**src/rtl/sa_ctrl_pkg.sv**
```systemverilog
// Shared types and constants for the systolic-array job sequencer.
package sa_ctrl_pkg;

    // Array geometry: number of arrays and rows/columns per array.
    localparam int SA_NUM                = 4;
    localparam int SA_DIM                = 16;
    localparam int DRAIN_TIMEOUT_DEFAULT = 64;

    // Derived widths.
    localparam int WADDR_W = $clog2(SA_DIM);
    localparam int ROWS_W  = 8;

    // Sequencer states; IDLE must encode as zero so reset and idle coincide.
    typedef enum logic [2:0] {
        IDLE   = 3'd0,
        LOAD_W = 3'd1,
        SWITCH = 3'd2,
        STREAM = 3'd3,
        DRAIN  = 3'd4,
        DONE   = 3'd5
    } state_t;

    // True while the arrays are owned by a job and must see the latched mask.
    function automatic logic array_active(input state_t s);
        return (s == LOAD_W) || (s == SWITCH) || (s == STREAM) || (s == DRAIN);
    endfunction

    // True in the states where finished output rows are counted.
    function automatic logic counting(input state_t s);
        return (s == STREAM) || (s == DRAIN);
    endfunction

endpackage

```
**src/rtl/sa_sequencer.sv**
```systemverilog
// Job sequencer for a bank of systolic arrays: loads weights, switches the
// weight bank, streams input rows, then waits for the result rows to drain.
// Every output is driven from a flop; the combinational block computes the
// values each output must take in the coming cycle.
module sa_sequencer
    import sa_ctrl_pkg::*;
#(
    parameter int DRAIN_TIMEOUT = DRAIN_TIMEOUT_DEFAULT
) (
    input  logic                clk,
    input  logic                rst,
    input  logic                start,
    input  logic [SA_NUM-1:0]   cfg_enable,
    input  logic [ROWS_W-1:0]   cfg_rows,
    input  logic [SA_NUM-1:0]   col_valid,
    output logic                busy,
    output logic                done,
    output logic                err,
    output logic                weight_rd_en,
    output logic [WADDR_W-1:0]  weight_rd_addr,
    output logic                input_rd_en,
    output logic [ROWS_W-1:0]   input_rd_addr,
    output logic [SA_NUM-1:0]   sa_enable,
    output logic                sa_new_weight,
    output logic                sa_switch_in,
    output logic                sa_valid_in,
    output logic [ROWS_W-1:0]   out_count
);

    // Width of the drain idle counter; it must be able to hold DRAIN_TIMEOUT-1.
    localparam int TO_W = $clog2(DRAIN_TIMEOUT + 1);

    // Internal state and latched job configuration.
    state_t              state,     state_next;
    logic [ROWS_W-1:0]   cnt,       cnt_next;
    logic [TO_W-1:0]     idle_cnt,  idle_cnt_next;
    logic [SA_NUM-1:0]   mask_q,    mask_next;
    logic [ROWS_W-1:0]   rows_q,    rows_next;
    logic [ROWS_W-1:0]   out_count_next;
    logic                err_next;

    // Next values of the registered outputs.
    logic                busy_next;
    logic                done_next;
    logic                weight_rd_en_next;
    logic [WADDR_W-1:0]  weight_rd_addr_next;
    logic                input_rd_en_next;
    logic [ROWS_W-1:0]   input_rd_addr_next;
    logic [SA_NUM-1:0]   sa_enable_next;
    logic                sa_new_weight_next;
    logic                sa_switch_in_next;
    logic                sa_valid_in_next;

    // A result row arrived on at least one array that belongs to this job.
    logic hit;
    assign hit = |(col_valid & mask_q);

    // Next-state, counter and output decode.
    always_comb begin
        // NOTE: every signal gets a default before any branch so no path leaves it unassigned, which would infer a latch.
        state_next     = state;
        cnt_next       = cnt;
        idle_cnt_next  = idle_cnt;
        mask_next      = mask_q;
        rows_next      = rows_q;
        err_next       = err;
        out_count_next = out_count;

        // Output rows are counted in STREAM and DRAIN, saturating at all-ones.
        if (counting(state) && hit && (out_count != '1)) begin
            out_count_next = out_count + 1'b1;
        end

        case (state)
            IDLE: begin
                if (start) begin
                    mask_next      = cfg_enable;
                    rows_next      = cfg_rows;
                    err_next       = 1'b0;
                    out_count_next = '0;
                    cnt_next       = '0;
                    idle_cnt_next  = '0;
                    if (cfg_enable == '0) begin
                        // Nothing to run on: flag it and finish immediately.
                        err_next   = 1'b1;
                        state_next = DONE;
                    end else begin
                        state_next = LOAD_W;
                    end
                end
            end

            LOAD_W: begin
                if (cnt == ROWS_W'(SA_DIM - 1)) begin
                    cnt_next   = '0;
                    state_next = SWITCH;
                end else begin
                    cnt_next = cnt + 1'b1;
                end
            end

            SWITCH: begin
                cnt_next   = '0;
                state_next = (rows_q == '0) ? DONE : STREAM;
            end

            STREAM: begin
                if (cnt == rows_q - 1'b1) begin
                    idle_cnt_next = '0;
                    state_next    = DRAIN;
                end else begin
                    cnt_next = cnt + 1'b1;
                end
            end

            DRAIN: begin
                if (out_count == rows_q) begin
                    state_next = DONE;
                end else if (hit) begin
                    idle_cnt_next = '0;
                end else if (idle_cnt == TO_W'(DRAIN_TIMEOUT - 1)) begin
                    // The arrays stopped producing rows: give up on the job.
                    err_next   = 1'b1;
                    state_next = DONE;
                end else begin
                    idle_cnt_next = idle_cnt + 1'b1;
                end
            end

            DONE: begin
                state_next = IDLE;
            end

            default: begin
                state_next = IDLE;
            end
        endcase

        // Outputs for the coming cycle follow from the coming state.
        busy_next           = (state_next != IDLE);
        done_next           = (state_next == DONE);
        weight_rd_en_next   = (state_next == LOAD_W);
        sa_new_weight_next  = (state_next == LOAD_W);
        weight_rd_addr_next = (state_next == LOAD_W) ? cnt_next[WADDR_W-1:0] : '0;
        sa_switch_in_next   = (state_next == SWITCH);
        input_rd_en_next    = (state_next == STREAM);
        sa_valid_in_next    = (state_next == STREAM);
        input_rd_addr_next  = (state_next == STREAM) ? cnt_next : '0;
        sa_enable_next      = array_active(state_next) ? mask_next : '0;
    end

    // State, configuration, counters and output registers.
    always_ff @(posedge clk) begin
        // NOTE: sequential state uses non-blocking assignment so every flop samples pre-edge values.
        if (rst) begin
            state          <= IDLE;
            cnt            <= '0;
            idle_cnt       <= '0;
            mask_q         <= '0;
            rows_q         <= '0;
            out_count      <= '0;
            err            <= 1'b0;
            busy           <= 1'b0;
            done           <= 1'b0;
            weight_rd_en   <= 1'b0;
            weight_rd_addr <= '0;
            input_rd_en    <= 1'b0;
            input_rd_addr  <= '0;
            sa_enable      <= '0;
            sa_new_weight  <= 1'b0;
            sa_switch_in   <= 1'b0;
            sa_valid_in    <= 1'b0;
        end else begin
            state          <= state_next;
            cnt            <= cnt_next;
            idle_cnt       <= idle_cnt_next;
            mask_q         <= mask_next;
            rows_q         <= rows_next;
            out_count      <= out_count_next;
            err            <= err_next;
            busy           <= busy_next;
            done           <= done_next;
            weight_rd_en   <= weight_rd_en_next;
            weight_rd_addr <= weight_rd_addr_next;
            input_rd_en    <= input_rd_en_next;
            input_rd_addr  <= input_rd_addr_next;
            sa_enable      <= sa_enable_next;
            sa_new_weight  <= sa_new_weight_next;
            sa_switch_in   <= sa_switch_in_next;
            sa_valid_in    <= sa_valid_in_next;
        end
    end

endmodule

```
**config.mk**
```make
export PLATFORM = sky130hd
export DESIGN_NAME = sa_sequencer
export DESIGN_NICKNAME = d
export VERILOG_FILES = /design/src/rtl/sa_ctrl_pkg.sv /design/src/rtl/sa_sequencer.sv
export SDC_FILE = /design/constraint.sdc
export NUM_CORES = 1
export LEC_CHECK = 0
export ABC_CLOCK_PERIOD_IN_PS = 2850
export CAP_MARGIN = 20
export CORE_MARGIN = 2
export CORE_UTILIZATION = 50
export DETAILED_ROUTE_END_ITERATION = 16
export GPL_TIMING_DRIVEN = 0
export PLACE_DENSITY = 0.77
export REMOVE_ABC_BUFFERS = 1
export SYNTH_ARGS = -nofsm -noshare
export SYNTH_HDL_FRONTEND = slang
export SYNTH_SLANG_ARGS = --single-unit
```
**constraint.sdc**
```tcl
create_clock -name clk -period 2.85 [get_ports clk]
set_input_delay 0.7125 -clock clk [delete_from_list [all_inputs] [get_ports clk]]
set_output_delay 0.7125 -clock clk [all_outputs]
set_load 0.03 [all_outputs]
```
### Word level (Yosys, flattened, before mapping)

Index checks and enable logic that the tools add are counted.

* register bits after elaboration: 60
* bits of input ports: 19
* output and inout port bits: 32
* logic and storage cells: 92

* add/subtract/negate cells: 4
* eq/ne operators: 20
* muxes and demuxes: 30
* bitwise logic cells: 4
* reduce and logical (&&, ||, !) cells: 19

Operator list (count)
* 8-bit two-way mux: 6
* 7-bit two-way mux: 5
* 8-bit case mux with 4 select lines: 1
* 3-bit two-way mux: 8
* 7-bit case mux with 3 select lines: 1
* 8-bit by 1-bit adder with 8-bit output, second input constant: 2
* 8-bit == test: 2
* 3-bit case mux with 5 select lines: 1
* 3-bit by 2-bit == test with 1-bit output, second input constant: 4
* 5-bit AND reduction: 2
* 3-bit == test, second input constant: 3
* 8-bit by 4-bit == test with 1-bit output, second input constant: 1
* 8-bit logical NOT: 1
* 4-bit two-way mux: 2
* 8-bit != test, second input constant: 1
* 8-bit by 1-bit subtractor with 8-bit output, second input constant: 1
* 7-bit by 1-bit adder with 7-bit output, second input constant: 1
* 7-bit by 6-bit == test with 1-bit output, second input constant: 1
* 3-bit by 1-bit == test with 1-bit output, second input constant: 2
* 2-bit != test, second input constant: 3
* 3-bit nonzero test: 2
* 2-bit OR reduction: 3
* 1-bit two-way mux: 5
* 4-bit bitwise AND: 1
* 11 further kinds: 18

### Depth between registers and ports, before layout

* depth in word-level cells: 11
* mapped depth: 10
* depth with buffers taken out: 9

### Worst setup path after synthesis

No wires, ideal clock.

* kind: reg2reg
* start: register rows_q[0]
* end: register sa_enable[0]
* setup time: 70 ps
* data arrival time: 2506 ps
* required time: 2780 ps
* slack: 274 ps
* cell stages (with the launch flop): 11
* path buffers: 1
* period minus slack after synthesis: 2576 ps
* cell sequence: dfxtp_1 -> clkbuf_2 -> inv_1 -> ha_1 -> o21ba_2 -> a221oi_2 -> o221ai_2 -> o31ai_4 -> o22ai_2 -> or3_4 -> a21boi_1

* cells in the longest elaborated chain, start to end: 10
* elaborated cells on any way between the ends: 17
* those cells by class: 1 x add/sub; 6 x eq/ne; 4 x mux; 1 x bitwise; 5 x reduce/logical

RTL lines
* start, declared: line sa_sequencer.sv:38 `logic [ROWS_W-1:0] rows_q, rows_next;`
* start signal, assigned: line sa_sequencer.sv:178 `rows_q <= rows_next;`
* 8-bit by 1-bit subtractor with 8-bit output: line sa_sequencer.sv:108 `if (cnt == rows_q - 1'b1) begin`
* 8-bit == test: line sa_sequencer.sv:108
* 3-bit two-way mux: line sa_sequencer.sv:108
* 3-bit case mux with 5 select lines (*): line sa_sequencer.sv:74 `case (state)`
* 3-bit by 1-bit == test with 1-bit output or 3-bit by 2-bit == test with 1-bit output (tied branches): line sa_ctrl_pkg.sv:25 `return (s == LOAD_W) || (s == SWITCH) || (s == STREAM) || (s == DRAIN);`
* 1-bit logical OR (2 in a row): line sa_ctrl_pkg.sv:25
* 1-bit logical OR (*): line sa_ctrl_pkg.sv:25
* 1-bit NOT (no source line) (*)
* 2-bit OR reduction (no source line) (*)
* end signal, assigned: line sa_sequencer.sv:187 `sa_enable <= sa_enable_next;`
* end, declared: line sa_sequencer.sv:23 `output logic [SA_NUM-1:0] sa_enable,`

Every way passes the cells marked *; elsewhere a longest branch is shown, timed or not.
A chain may end at the register's enable or synchronous reset.

### Worst setup path after layout

Ends and elaborated chain as after synthesis.

==> metrics.txt <==
critical-path cell list=inv_1, ha_1, o21ba_2, a221oi_2, o221ai_2, o31ai_4, o22ai_2, or3_4, a21boi_1; total CTS buffers=9; peak supply drop=0.000312 V; dpl hpwl=4540 microns; final setup fails=0; startpoint types=flop; Synth Instances=330; post-synth top area cell=dfxtp_1; Total Routed Length=6350 microns; Final Hold Slack=464 ps; first-pass GRT wire length=10600 microns; DR vias=2480; Most used DFF post-synth=dfxtp_1; Fmax=373 MHz; Yosys cell types=57; # port buffers=50; main area contributors after synthesis=dfxtp_1 42%, nand2_1 5.4%, nor2_1 5.4%; CTS max path bufs=2; design area=0.00358 sq mm; share of the clock period used by the worst path=94.1%; Die Height=79.3 microns; grt ovf=0; Slowest-stage cell, CP=or3_4; Seq cells post-synth=60; IO Count=51; register area=0.00120 sq mm; clock sink count=60; pwr dens=513 mW/mm^2; Layout area overhead=26.2%; post-route ant nets=0; clock skew=6.67 ps; Avg WL per Cell=14.0 microns; Final TNS setup=0 ps; Synth warnings=0; # rows=27; post-route total power=1.84 mW; H-tree depth=3; min-delay worst type=reg2reg; Cell Area, Placed=0.00334 sq mm; total placed cells including tap cells=436; Root Buffer=clkbuf_8; antenna violations before repair=0; Hold Path Cell Cnt=2; path depth of the worst reg2reg path=9; Bufs and invs on worst path=1; crit path capture type=flop; post-synthesis average cell area=8.58 sq um; final slew viol count=0; die area=0.00628 sq mm; ANT cells=0; DRT Pass-1 Iters=4; worst slew pin tran=725 ps; Initial Utilization=51.8%; Vias/cell=5.46; top cells by count, synth=60 x dfxtp_1, 41 x nand2_1, 41 x nor2_1; CORE AREA=0.00547 sq mm; Max-slew headroom=51.7%; RSZ-0062 raised after global routing=false; asr flop ratio synth=0%; Hold Buf Count CTS=0; CP Depth=9; crit path max fanout=6; max incr delay on CP=450 ps; initial DRC count=112; arrival time of the worst setup path=2950 ps; Reg clk slew, reported paths=60 ps; CTS tree=yes; Post-synth EDFFs=0; mapped cell area=0.00283 sq mm; Max-cap violations=0; top-count cell post-synth=dfxtp_1; LEAKAGE=1.34 nW; pin count of the biggest net entering global routing=20; critical path type=reg2reg; final-report hold violation count=0; aggregate global-route resource usage=21.6%; die width=79.3 microns; ratio of cells with drive above 1 in the final layout=8.90%; clock period minus worst slack=2680 ps; clk_lat worst skew=340 ps; Placer Congestion=0.835; Largest delay share family, worst path=compound AO/OA/AOI/OAI gates; CP required=3120 ps; DRC violation count after routing=0; sequential cell area fraction in the yosys report=42.4%; filler-free cell count of the finished design=454; status=finished, final reports clean; Total Nets Final=402; Yosys top cell area share=42.4%; Fillers=453; number of global-route vias before repair=2380; area of the multi-input gates=0.00152 sq mm
registers in the layout, summed over array words and instances (netlist names):
signal,count
sa_valid_in,1
cnt,8
err,1
weight_rd_addr,4
done,1
rows_q,8
out_count,8
input_rd_addr,8
sa_enable,4
busy,1
mask_q,4
sa_new_weight,1
sa_switch_in,1
idle_cnt,7
state,3
stage by stage:
stage	worst slack, ps	util [%]
global placement	-243	60.8
global route	19.1	65.3
detailed placement	-320	61.1
CTS	29.6	65.0
floorplan	290	-
finish	167	65.3
path summary, 6_finish.rpt:
check | startpoint | endpoint | slack, ps
min reg2reg | idle_cnt[6]$_SDFFE_PP0P_ | idle_cnt[6]$_SDFFE_PP0P_ | 460
max reg2reg | rows_q[0]$_SDFFE_PP0P_ | sa_enable[0]$_SDFF_PP0_ | 170
max | rows_q[0]$_SDFFE_PP0P_ | sa_enable[0]$_SDFF_PP0_ | 170
min | idle_cnt[6]$_SDFFE_PP0P_ | idle_cnt[6]$_SDFFE_PP0P_ | 460
layout make-up:
type                    count  area share, %
clock inverters             1          0.140
clock buffers              14           5.11
repair buffers             54           15.0
inverters                  11           1.15
well taps                  72           2.52
multi-input cells         242           42.4
flip-flops and latches     60           33.6
routing by layer:
layer	vias to the layer above	wire length, microns	track usage (%)
met5	-	0	0
met4	0	137	9.66
met3	12	275	6.48
met2	48	3070	34.9
met1	1166	2870	26.6
li1	1254	-	-
logic make-up (layout without fill, tap and decap cells):
group / Yosys count / after routing / synth area share, %
AO/OA/AOI/OAI: 71 / 71 / 18.1
buffers and inverters: 28 / 80 / 4.77
adder cells (fa/ha/maj): 5 / 5 / 2.21
AND/OR/NAND/NOR: 141 / 141 / 24.6
multiplexers: 2 / 2 / 0.751
XOR/XNOR: 23 / 23 / 7.11
flip-flops: 60 / 60 / 42.4
layout by cell type, fill, tap and decap left out, types with 3 or more instances in the layout:
master,count
nand3b_1,4
o21ai_0,6
a22oi_1,4
nand4_1,3
clkdlybuf4s50_1,50
nand3_1,7
a21oi_1,28
buf_4,3
or3_1,5
nor4_1,4
inv_1,11
nand2b_1,8
and3_1,4
clkbuf_8,13
dfxtp_1,59
nor3_1,8
xor2_1,16
ha_1,5
nor2_1,41
nand2_1,41
xnor2_1,7
or4_1,3
a21boi_1,4
timing repair:
item	4_1_cts	5_1_grt
endpoints found under the setup margin	9	13
pin swaps	1	1
buffers inserted	2	1
resized for setup	2	2
power by group:
| part | switching [mW] | total, mW | internal, mW |
|---|---|---|---|
| Combinational | 0.131 | 0.233 | 0.102 |
| Sequential | 0.0246 | 0.885 | 0.860 |
| Clock | 0.313 | 0.718 | 0.405 |
tightest hold or removal path, cell delays in order (launching register included):
cell and delay, ps:
dfxtp_1 310, nand2b_1 70, a21oi_1 40
Power figures use the tool's default switching activity.
